===== src/rtl/pe_traceback.sv =====
// pe_traceback: captures per-anti-diagonal PE pointers, then walks them back from (L-1,L-1) to (0,0) emitting ops.
module pe_traceback #(
  parameter int B = 4,
  parameter int L = 8
) (
  input  logic           clk,
  input  logic           reset,
  input  logic           start,
  input  logic           ptr_valid,
  input  logic [7:0]     ctr,
  input  logic [3*B-1:0] pe_ptr,
  input  logic           op_ready,
  output logic           op_valid,
  output logic [1:0]     op,
  output logic           op_last,
  output logic [7:0]     op_count,
  output logic           busy,
  output logic           done,
  output logic           err
);
  localparam int N  = 2*L-1;
  localparam int AW = $clog2(N);
  localparam int IW = $clog2(L)+1;
  localparam int LB = $clog2(B);
  typedef enum logic [1:0] {IDLE, CAPTURE, TRACE, DONE} state_t;
  state_t state_q, state_d;
  logic [3*B-1:0] mem_q [N];
  logic [N-1:0] vld_q;
  logic [IW-1:0] i_q, j_q;
  logic [7:0] d_q;
  logic [IW:0] lane;
  logic [2:0] code;
  logic [1:0] sel;
  logic rd, bad, corner, fire, wr, last_wr, dec_i, dec_j;
  assign wr = state_q == CAPTURE && ptr_valid && ctr <= 8'(N-1);
  assign last_wr = wr && ctr == 8'(N-1);
  always_comb begin
    lane = {1'b0, i_q} - {1'b0, j_q} + (IW+1)'(B/2);
    code = mem_q[d_q[AW-1:0]][3*lane[LB-1:0] +: 3];
    corner = i_q == '0 && j_q == '0;
    rd = i_q != '0 && j_q != '0;
    // Any band/address/code violation only matters when the buffer is actually consulted
    bad = rd && (lane >= (IW+1)'(B) || d_q > 8'(N-1) || !vld_q[d_q[AW-1:0]] || code == 3'b000 || code == 3'b111);
    sel = i_q == '0 ? (j_q == '0 ? 2'b01 : 2'b11) : j_q == '0 ? 2'b10 : (code == 3'b100 ? 2'b11 : code[1:0]);
    op_valid = state_q == TRACE && !bad;
    op = op_valid ? sel : 2'b00;
    op_last = op_valid && corner;
    fire = op_valid && op_ready;
    dec_i = sel != 2'b11;
    dec_j = sel != 2'b10;
    busy = state_q == CAPTURE || state_q == TRACE;
    done = state_q == DONE;
    state_d = state_q;
    case (state_q)
      IDLE, DONE: state_d = start ? CAPTURE : IDLE;
      CAPTURE:    state_d = last_wr ? TRACE : CAPTURE;
      TRACE:      state_d = bad ? IDLE : (fire && corner) ? DONE : TRACE;
      default:    state_d = IDLE;
    endcase
  end
  always_ff @(posedge clk) begin
    if (!reset) begin
      state_q <= IDLE;
      err <= 1'b0;
      op_count <= '0;
      vld_q <= '0;
      i_q <= '0;
      j_q <= '0;
      d_q <= '0;
    end else begin
      state_q <= state_d;
      if ((state_q == IDLE || state_q == DONE) && start) begin
        err <= 1'b0;
        op_count <= '0;
        vld_q <= '0;
      end
      if (wr) vld_q[ctr[AW-1:0]] <= 1'b1;
      if (last_wr) begin
        i_q <= IW'(L-1);
        j_q <= IW'(L-1);
        d_q <= 8'(N-1);
      end
      if (state_q == TRACE && bad) err <= 1'b1;
      if (fire) begin
        op_count <= op_count + 8'd1;
        i_q <= i_q - IW'(dec_i);
        j_q <= j_q - IW'(dec_j);
        d_q <= d_q - 8'(dec_i) - 8'(dec_j);
      end
    end
  end
  always_ff @(posedge clk) if (wr) mem_q[ctr[AW-1:0]] <= pe_ptr;
endmodule


===== config.mk =====
export PLATFORM = sky130hd
export DESIGN_NAME = pe_traceback
export DESIGN_NICKNAME = d
export VERILOG_FILES = /design/src/rtl/pe_traceback.sv
export SDC_FILE = /design/constraint.sdc
export NUM_CORES = 1
export LEC_CHECK = 0
export BUFFER_PORTS_ARGS = -buffer_cell sky130_fd_sc_hd__buf_2
export CAP_MARGIN = 20
export CORE_UTILIZATION = 55
export CTS_CLUSTER_DIAMETER = 30
export DETAILED_ROUTE_END_ITERATION = 7
export GPL_ROUTABILITY_DRIVEN = 0
export MAX_ROUTING_LAYER = met4
export PLACE_DENSITY = 0.84
export SYNTH_ARGS = -nofsm -noshare
export SYNTH_HDL_FRONTEND = slang
export SYNTH_SLANG_ARGS = --single-unit

===== constraint.sdc =====
create_clock -name clk -period 4.1 [get_ports clk]
set_clock_uncertainty 0.15 [all_clocks]
set_input_delay 0.82 -clock clk [delete_from_list [all_inputs] [get_ports clk]]
set_output_delay 0.82 -clock clk [all_outputs]
set_load 0.05 [all_outputs]

Word-level counts from Yosys, hierarchy flattened

Memory sizes are Yosys's and may differ from the RTL's. A register that Yosys moved wholly into a read port is not among the register bits.
Cells that the tools add are included.

Input port bits: 25
RAM bits: 180
Register bits: 42
Logic and storage cells: 93
Memories kept: 1
Output and inout bits: 15

$lt $le $gt $ge: 6
Reduce and logical (&&, ||, !) cells: 31
Muxes and demuxes: 30
$add $sub $neg: 7
Shifts and indexed selects: 1
Bitwise operators: 1
Multiply operators: 1
Equal/unequal tests: 8

Memory list:

| name  | depth | width | rd ports | clocked after Yosys merged registers in | write ports | RTL line | source |
|---|---|---|---|---|---|---|---|
| mem_q | 15    | 12    | 1        | 1                                       | 1           | 27       | `logic [3*B-1:0] mem_q [N];` |

Operator list:

| cell                                                                              | count |
|---|---|
| 15-bit 2-to-1 mux                                                                 | 3 |
| 8-bit 2-to-1 mux                                                                  | 4 |
| 4-bit 2-to-1 mux                                                                  | 5 |
| 8-bit by 1-bit subtractor with 8-bit output                                       | 2 |
| 15-bit bitwise OR                                                                 | 1 |
| 2-bit 2-to-1 mux                                                                  | 7 |
| 1-bit logical AND                                                                 | 13 |
| 12-bit by 5-bit indexed part select with 3-bit output                             | 1 |
| 4-bit by 5-bit < comparator with 1-bit output (second input constant)             | 2 |
| 8-bit by 1-bit adder with 8-bit output (second input constant)                    | 1 |
| 8-bit by 4-bit == test with 1-bit output (second input constant)                  | 1 |
| 8-bit by 4-bit greater-than comparator with 1-bit output (second input constant)  | 1 |
| 8-bit by 4-bit less-or-equal comparator with 1-bit output (second input constant) | 1 |
| 4-bit logical NOT                                                                 | 2 |
| 1-bit 2-to-1 mux                                                                  | 8 |
| 4-bit nonzero test                                                                | 2 |
| 4-bit by 1-bit subtractor with 4-bit output                                       | 2 |
| 3-bit == test (second input constant)                                             | 2 |
| 1-bit logical OR                                                                  | 6 |
| 2-bit one-hot mux with 3 select lines                                             | 1 |
| 2-bit nonzero test                                                                | 3 |
| 5-bit by 2-bit adder with 5-bit output (second input constant)                    | 1 |
| 5-bit by 3-bit >= comparator with 1-bit output (second input constant)            | 1 |
| 4-bit by 4-bit subtractor with 5-bit output                                       | 1 |
| 11 further kinds                                                                  | 14 |

Logic depth before layout (Yosys ltp)

Depth after elaboration: 15
Depth in mapped cells: 20
Mapped depth without buffers: 20

Least setup slack after synthesis

Ideal clock, no wire load.

Path kind: reg2out
From: reg i_q[1]
To: out op_valid
Stages on the path, launching flop included: 12
Arrival: 3.271 ns
Required time: 3.130 ns
Slack: -0.141 ns
Path through: dfxtp_1 > inv_1 > ha_1 > inv_1 > ha_1 > inv_1 > fa_1 > nand2b_1 > nor4_1 > nand4_1 > a21boi_0 > nor3b_1

Word-level cells in the longest chain between the ends: 10
Elaborated cells on any way between the ends: 16
Classes of those cells: add/sub: 2; mul: 1; order compare: 1; eq/ne: 1; shift: 1; reduce/logical: 10

RTL lines:

| element                                                                                                       | RTL line | source |
|---|---|---|
| start, declared                                                                                               | 29       | `logic [IW-1:0] i_q, j_q;` |
| start signal, assigned                                                                                        | 79       | `i_q <= IW'(L-1);` |
| start signal, assigned                                                                                        | 86       | `i_q <= i_q - IW'(dec_i);` |
| 4-bit by 4-bit subtractor with 5-bit output                                                                   | 38       | `lane = {1'b0, i_q} - {1'b0, j_q} + (IW+1)'(B/2);` |
| 5-bit by 2-bit adder with 5-bit output                                                                        | 38       |  |
| 2-bit by 2-bit multiplier with 4-bit output or 5-bit by 3-bit >= comparator with 1-bit output (tied branches) | 39, 43   |  |
| 12-bit by 5-bit indexed part select with 3-bit output or 1-bit logical OR (tied branches)                     | 39, 43   |  |
| 3-bit logical NOT or 1-bit logical OR (tied branches)                                                         | 43       | `bad = rd && (lane >= (IW+1)'(B) \|\| d_q > 8'(N-1) \|\| !vld_q[d_q[AW-1:0]] \|\| code == 3'b000 \|\| code == 3'b111);` |
| 1-bit logical OR (2 in a row)                                                                                 | 43       |  |
| 1-bit logical AND (*)                                                                                         | 43       |  |
| 1-bit logical NOT (*)                                                                                         | 45       | `op_valid = state_q == TRACE && !bad;` |
| 1-bit logical AND (*)                                                                                         | 45       |  |
| end, declared                                                                                                 | 13       | `output logic op_valid,` |

Mark *: on every way between the ends. The rest lies on a longest branch, timed or not.

Worst setup path after layout

From: reg i_q[1]
To: reg d_q[5]

Word-level cells in the longest chain between the ends: 12
Elaborated cells on any way between the ends: 28
Classes of those cells: add/sub: 4; mul: 1; order compare: 1; eq/ne: 4; shift: 1; mux: 4; reduce/logical: 13

RTL lines:

| element                                                                                                       | RTL line | source |
|---|---|---|
| 4-bit by 4-bit subtractor with 5-bit output                                                                   | 38       |  |
| 5-bit by 2-bit adder with 5-bit output                                                                        | 38       |  |
| 2-bit by 2-bit multiplier with 4-bit output or 5-bit by 3-bit >= comparator with 1-bit output (tied branches) | 39, 43   |  |
| 12-bit by 5-bit indexed part select with 3-bit output or 1-bit logical OR (tied branches)                     | 39, 43   |  |
| 3-bit == test, or another cell as far along                                                                   | 44       | `sel = i_q == '0 ? (j_q == '0 ? 2'b01 : 2'b11) : j_q == '0 ? 2'b10 : (code == 3'b100 ? 2'b11 : code[1:0]);` |
| 2-bit 2-to-1 mux or 1-bit logical OR (tied branches) (2 in a row)                                             | 44, 43   |  |
| 2-bit 2-to-1 mux or 1-bit logical AND (tied branches)                                                         | 44, 43   |  |
| 2-bit != test or 1-bit logical NOT (tied branches)                                                            | 49, 45   |  |
| 8-bit by 1-bit subtractor with 8-bit output or 1-bit logical AND (tied branches)                              | 88, 45   |  |
| 8-bit by 1-bit subtractor with 8-bit output or 1-bit logical AND (tied branches)                              | 88, 48   |  |
| 8-bit 2-to-1 mux or 2-bit nonzero test (tied branches)                                                        | --       |  |
| end signal, assigned                                                                                          | 81       | `d_q <= 8'(N-1);` |
| end signal, assigned                                                                                          | 88       | `d_q <= d_q - 8'(dec_i) - 8'(dec_j);` |
| end, declared                                                                                                 | 30       | `logic [7:0] d_q;` |

Parallel ways exist; a longest one is shown, timed or not.
A chain may end at the register's enable or synchronous reset.

==> results.yml <==
run_status:
  outcome: "finished with violations"
  violations: "negative setup slack"
synthesis:
  yosys.area_share.simple_pct: 9.86
  ys.warnings.count: 0
  synth_compound_area_share_pct: 7.65
  syn_inst: 646
  ys_types: 66
  ys.flop_type: "edfxtp_1"
  yosysTopAreaCellShare_pct: 55.5
  synth_area_um2: 9730
  yosysSeqAreaShare_pct: 65.0
  yosysTopAreaCell: "edfxtp_1"
  synth.avg_cell_area_um2: 15.1
  postSynth.asyncResetShare_pct: 0
  synthMuxAreaShare_pct: 11.7
  synth_top_family_by_area: "multiplexers"
  yosys.area_share.adder_pct: 2.72
  synth_xor_area_share_pct: 0.360
  ys_ff_latch: 226
  syn-num-nets: 691
  synth_top_cells_by_area: "edfxtp_1 56%, dfxtp_1 9.5%, mux4_2 8.6%"
  synth_edf_count: 180
cells_and_area:
  layout_common_cells: "180 x edfxtp_1, 69 x buf_4, 44 x dfxtp_1"
  mostFrequentLayoutCell: "edfxtp_1"
  final_nets: 815
  drive_gt1_share_pct: 33.2
  area_growth_pct: 24.7
  fin_cells: 1025
timing:
  whs_ns: 0.326
  finalCritPeriodShare_pct: 111
  hold_viol: 0
  setup_violations: 12
  worst_pin_slew_ns: 0.925
  period_minus_slack_ns: 4.57
  rsz0062_at_grt: "yes"
  maxSlewViolCount: 0
  finalWorstSetupSlack_ns: -0.467
  max_freq_mhz: 219
  slew_headroom_pct: 38.4
setup_path:
  cp.required_ns: 4.34
  r2r_cells: 18
  r2r_start: "i_q[1]$_SDFFE_PN0N_"
  worstReg2RegEnd: "d_q[5]$_SDFFE_PN0N_"
  cp-start-kind: "flip-flop"
  worstPathMaxFanout: 5
  path_class: "reg -> reg"
  critPathArrivalTime_ns: 4.81
  r2r_setup_slack_ns: -0.47
  end_kind: "flip-flop"
pwr:
  powerDensity_nw_per_um2: 468
  pwr-share-comb_pct: 1.2
  p_int_uw: 4470
  seqPwrFrac_pct: 43.5
  p_sw_uw: 1220
  p_leak_uw: 0.00429
  sw_frac_of_total_pct: 21.4
  ir_drop_mv: 0.510
  pwr-share-clk_pct: 55.3
cts:
  root_buffer: "clkbuf_16"
  path_clk_slew_ns: 0.06
  cts-htree-levels: 2
  cts_tree: "built"
  cts_sinks: 226
  clockBufferDepth: 3
  numCtsBuffers: 38
  clk_latency_ns: 0.52
  cts-hold-fix-buffers: 0
floorplanning:
  io_pins: 40
  dieArea_um2: 18200
  die_h_um: 135
  rows: 48
  die_w_um: 135
  fp.coreArea_um2: 17300
  initial_core_util_pct: 56.3
global_route:
  grt_pass1_wl_mm: 38.2
  globalRouteMet1Util_pct: 36.3
  antenna_found_initial: 0
  grt_util_all_layers_pct: 29.5
  top_usage_layer: "met2"
  grt_max_degree: 57
  grt_use_met2_pct: 47.2
  gr-total-overflow: 0
  grt_use_met3_pct: 6.42
  first_global_vias: 6687
routing:
  ant_nets: 0
  wire_per_inst_um: 25.8
  route.detailed.drc: 0
  drt_iter0_drc: 789
  routed_via_density: 6.45
  drt_wl_total_mm: 26.4
  vias: 6607
  drtPass1Iterations: 6
worst_hold_path:
  min_to: "err$_SDFFE_PN0P_"
  min_path_cells: 2
  hold_class: "reg -> reg"
  min_from: "err$_SDFFE_PN0P_"
place:
  hpwl_mm: 14.2
  placed_cells: 932
  portBuffers: 39
  post-place-ws_ns: -0.331
flow_run:
  max_cap_violations: 0
==> cell type report <==
class / count / area [um2]
Antenna cell: 1 / 2.50
Clock buffer: 39 / 955
Clock inverter: 30 / 315
Fill cell: 1040 / 5160
Inverter: 20 / 75.1
Multi-Input combinational cell: 369 / 3300
Sequential cell: 226 / 6330
Tap cell: 225 / 282
Timing Repair Buffer: 115 / 875
==> how the worst max path moves through the flow <==
stage | depth (start not counted) | start | slack (ns) | endpoint
after detailed placement | 16 | flip-flop | -0.33 | d_q[7]$_SDFFE_PN0N_
after CTS | 18 | flip-flop | -0.15 | d_q[7]$_SDFFE_PN0N_
after global routing | 18 | flip-flop | -0.58 | d_q[7]$_SDFFE_PN0N_
after floorplan | 18 | flip-flop | 0.002 | d_q[7]$_SDFFE_PN0N_
after global placement | 17 | flip-flop | -0.22 | d_q[7]$_SDFFE_PN0N_
final | 18 | i_q[1]$_SDFFE_PN0N_ | -0.47 | d_q[5]$_SDFFE_PN0N_
==> routing by layer <==
layer | part of all wire (%) | wire length [um]
met4 | 4.9 | 1280
met1 | 36 | 9420
met5 | 0 | 0
met3 | 10 | 2750
met2 | 49 | 13000
==> synth_stat cells, types with 12 or more instances <==
cell type	number
ha_1	18
a21oi_1	19
inv_1	20
o21ai_0	27
o211ai_1	12
nor2b_1	19
nand2b_1	18
mux2i_1	16
dfxtp_1	46
nor2_1	32
mux4_2	37
edfxtp_1	180
nand2_1	44
==> registers in the layout (all words and copies together), names as in the netlist, named ones only <==
| name | flops |
|---|---|
| mem_q | 180 |
| vld_q | 15 |
| d_q | 8 |
| op_count | 8 |
| i_q | 4 |
| j_q | 4 |
| state_q | 2 |
| err | 1 |
==> critical path, cell delays in order (launching register included) <==
cell and delay, ns:
dfxtp_1 0.34, inv_1 0.07, ha_1 0.28, inv_1 0.05, ha_2 0.39, nand2b_1 0.21, a311o_1 0.42, nand4_4 0.15
nor2_2 0.06, a211o_1 0.32, nand2_2 0.10, fa_1 0.46, ha_2 0.25, nor4b_4 0.45, nand2_1 0.13, buf_4 0.16
and2_4 0.14, o211ai_1 0.20, o21ai_1 0.11
==> cells by family after synthesis <==
family	Yosys count
flip-flops	226
multiplexers	63
XOR/XNOR	4
buffers and inverters	51
adder cells (fa/ha/maj)	20
AND/OR/NAND/NOR	175
AO/OA/AOI/OAI	107
==> metrics by stage <==
step	cell area, um2	power [uW]	setup TNS, ns	utilization, %
after detailed placement	10500	2590	-0.862	60.8
after global placement	10500	2580	-0.426	60.8
after global routing	12100	5800	-4.06	70.2
after CTS	12000	5680	-0.742	69.7
final	12100	5690	-3.02	70.2
after floorplan	9750	2550	0	-
==> what timing repair did <==
| item | 4_1_cts | 5_1_grt |
|---|---|---|
| cloned | 0 | 0 |
| endpoints found under the setup margin | 11 | 22 |
| setup buffers | 18 | 5 |
| pin swaps | 4 | 11 |
| endpoints found under the hold margin | 0 | 0 |
| resized for setup | 25 | 12 |
==> power by group through the flow <==
stage	Clock [uW]	Sequential, uW	Combinational, uW
global route	3250	2470	74.8
global placement	0	2520	60.1
floorplan	0	2520	23.7
CTS	3140	2470	66.3
finish	3140	2470	69.4
detailed placement	0	2520	65.7
Note: power is estimated with default switching activity, not from simulation.
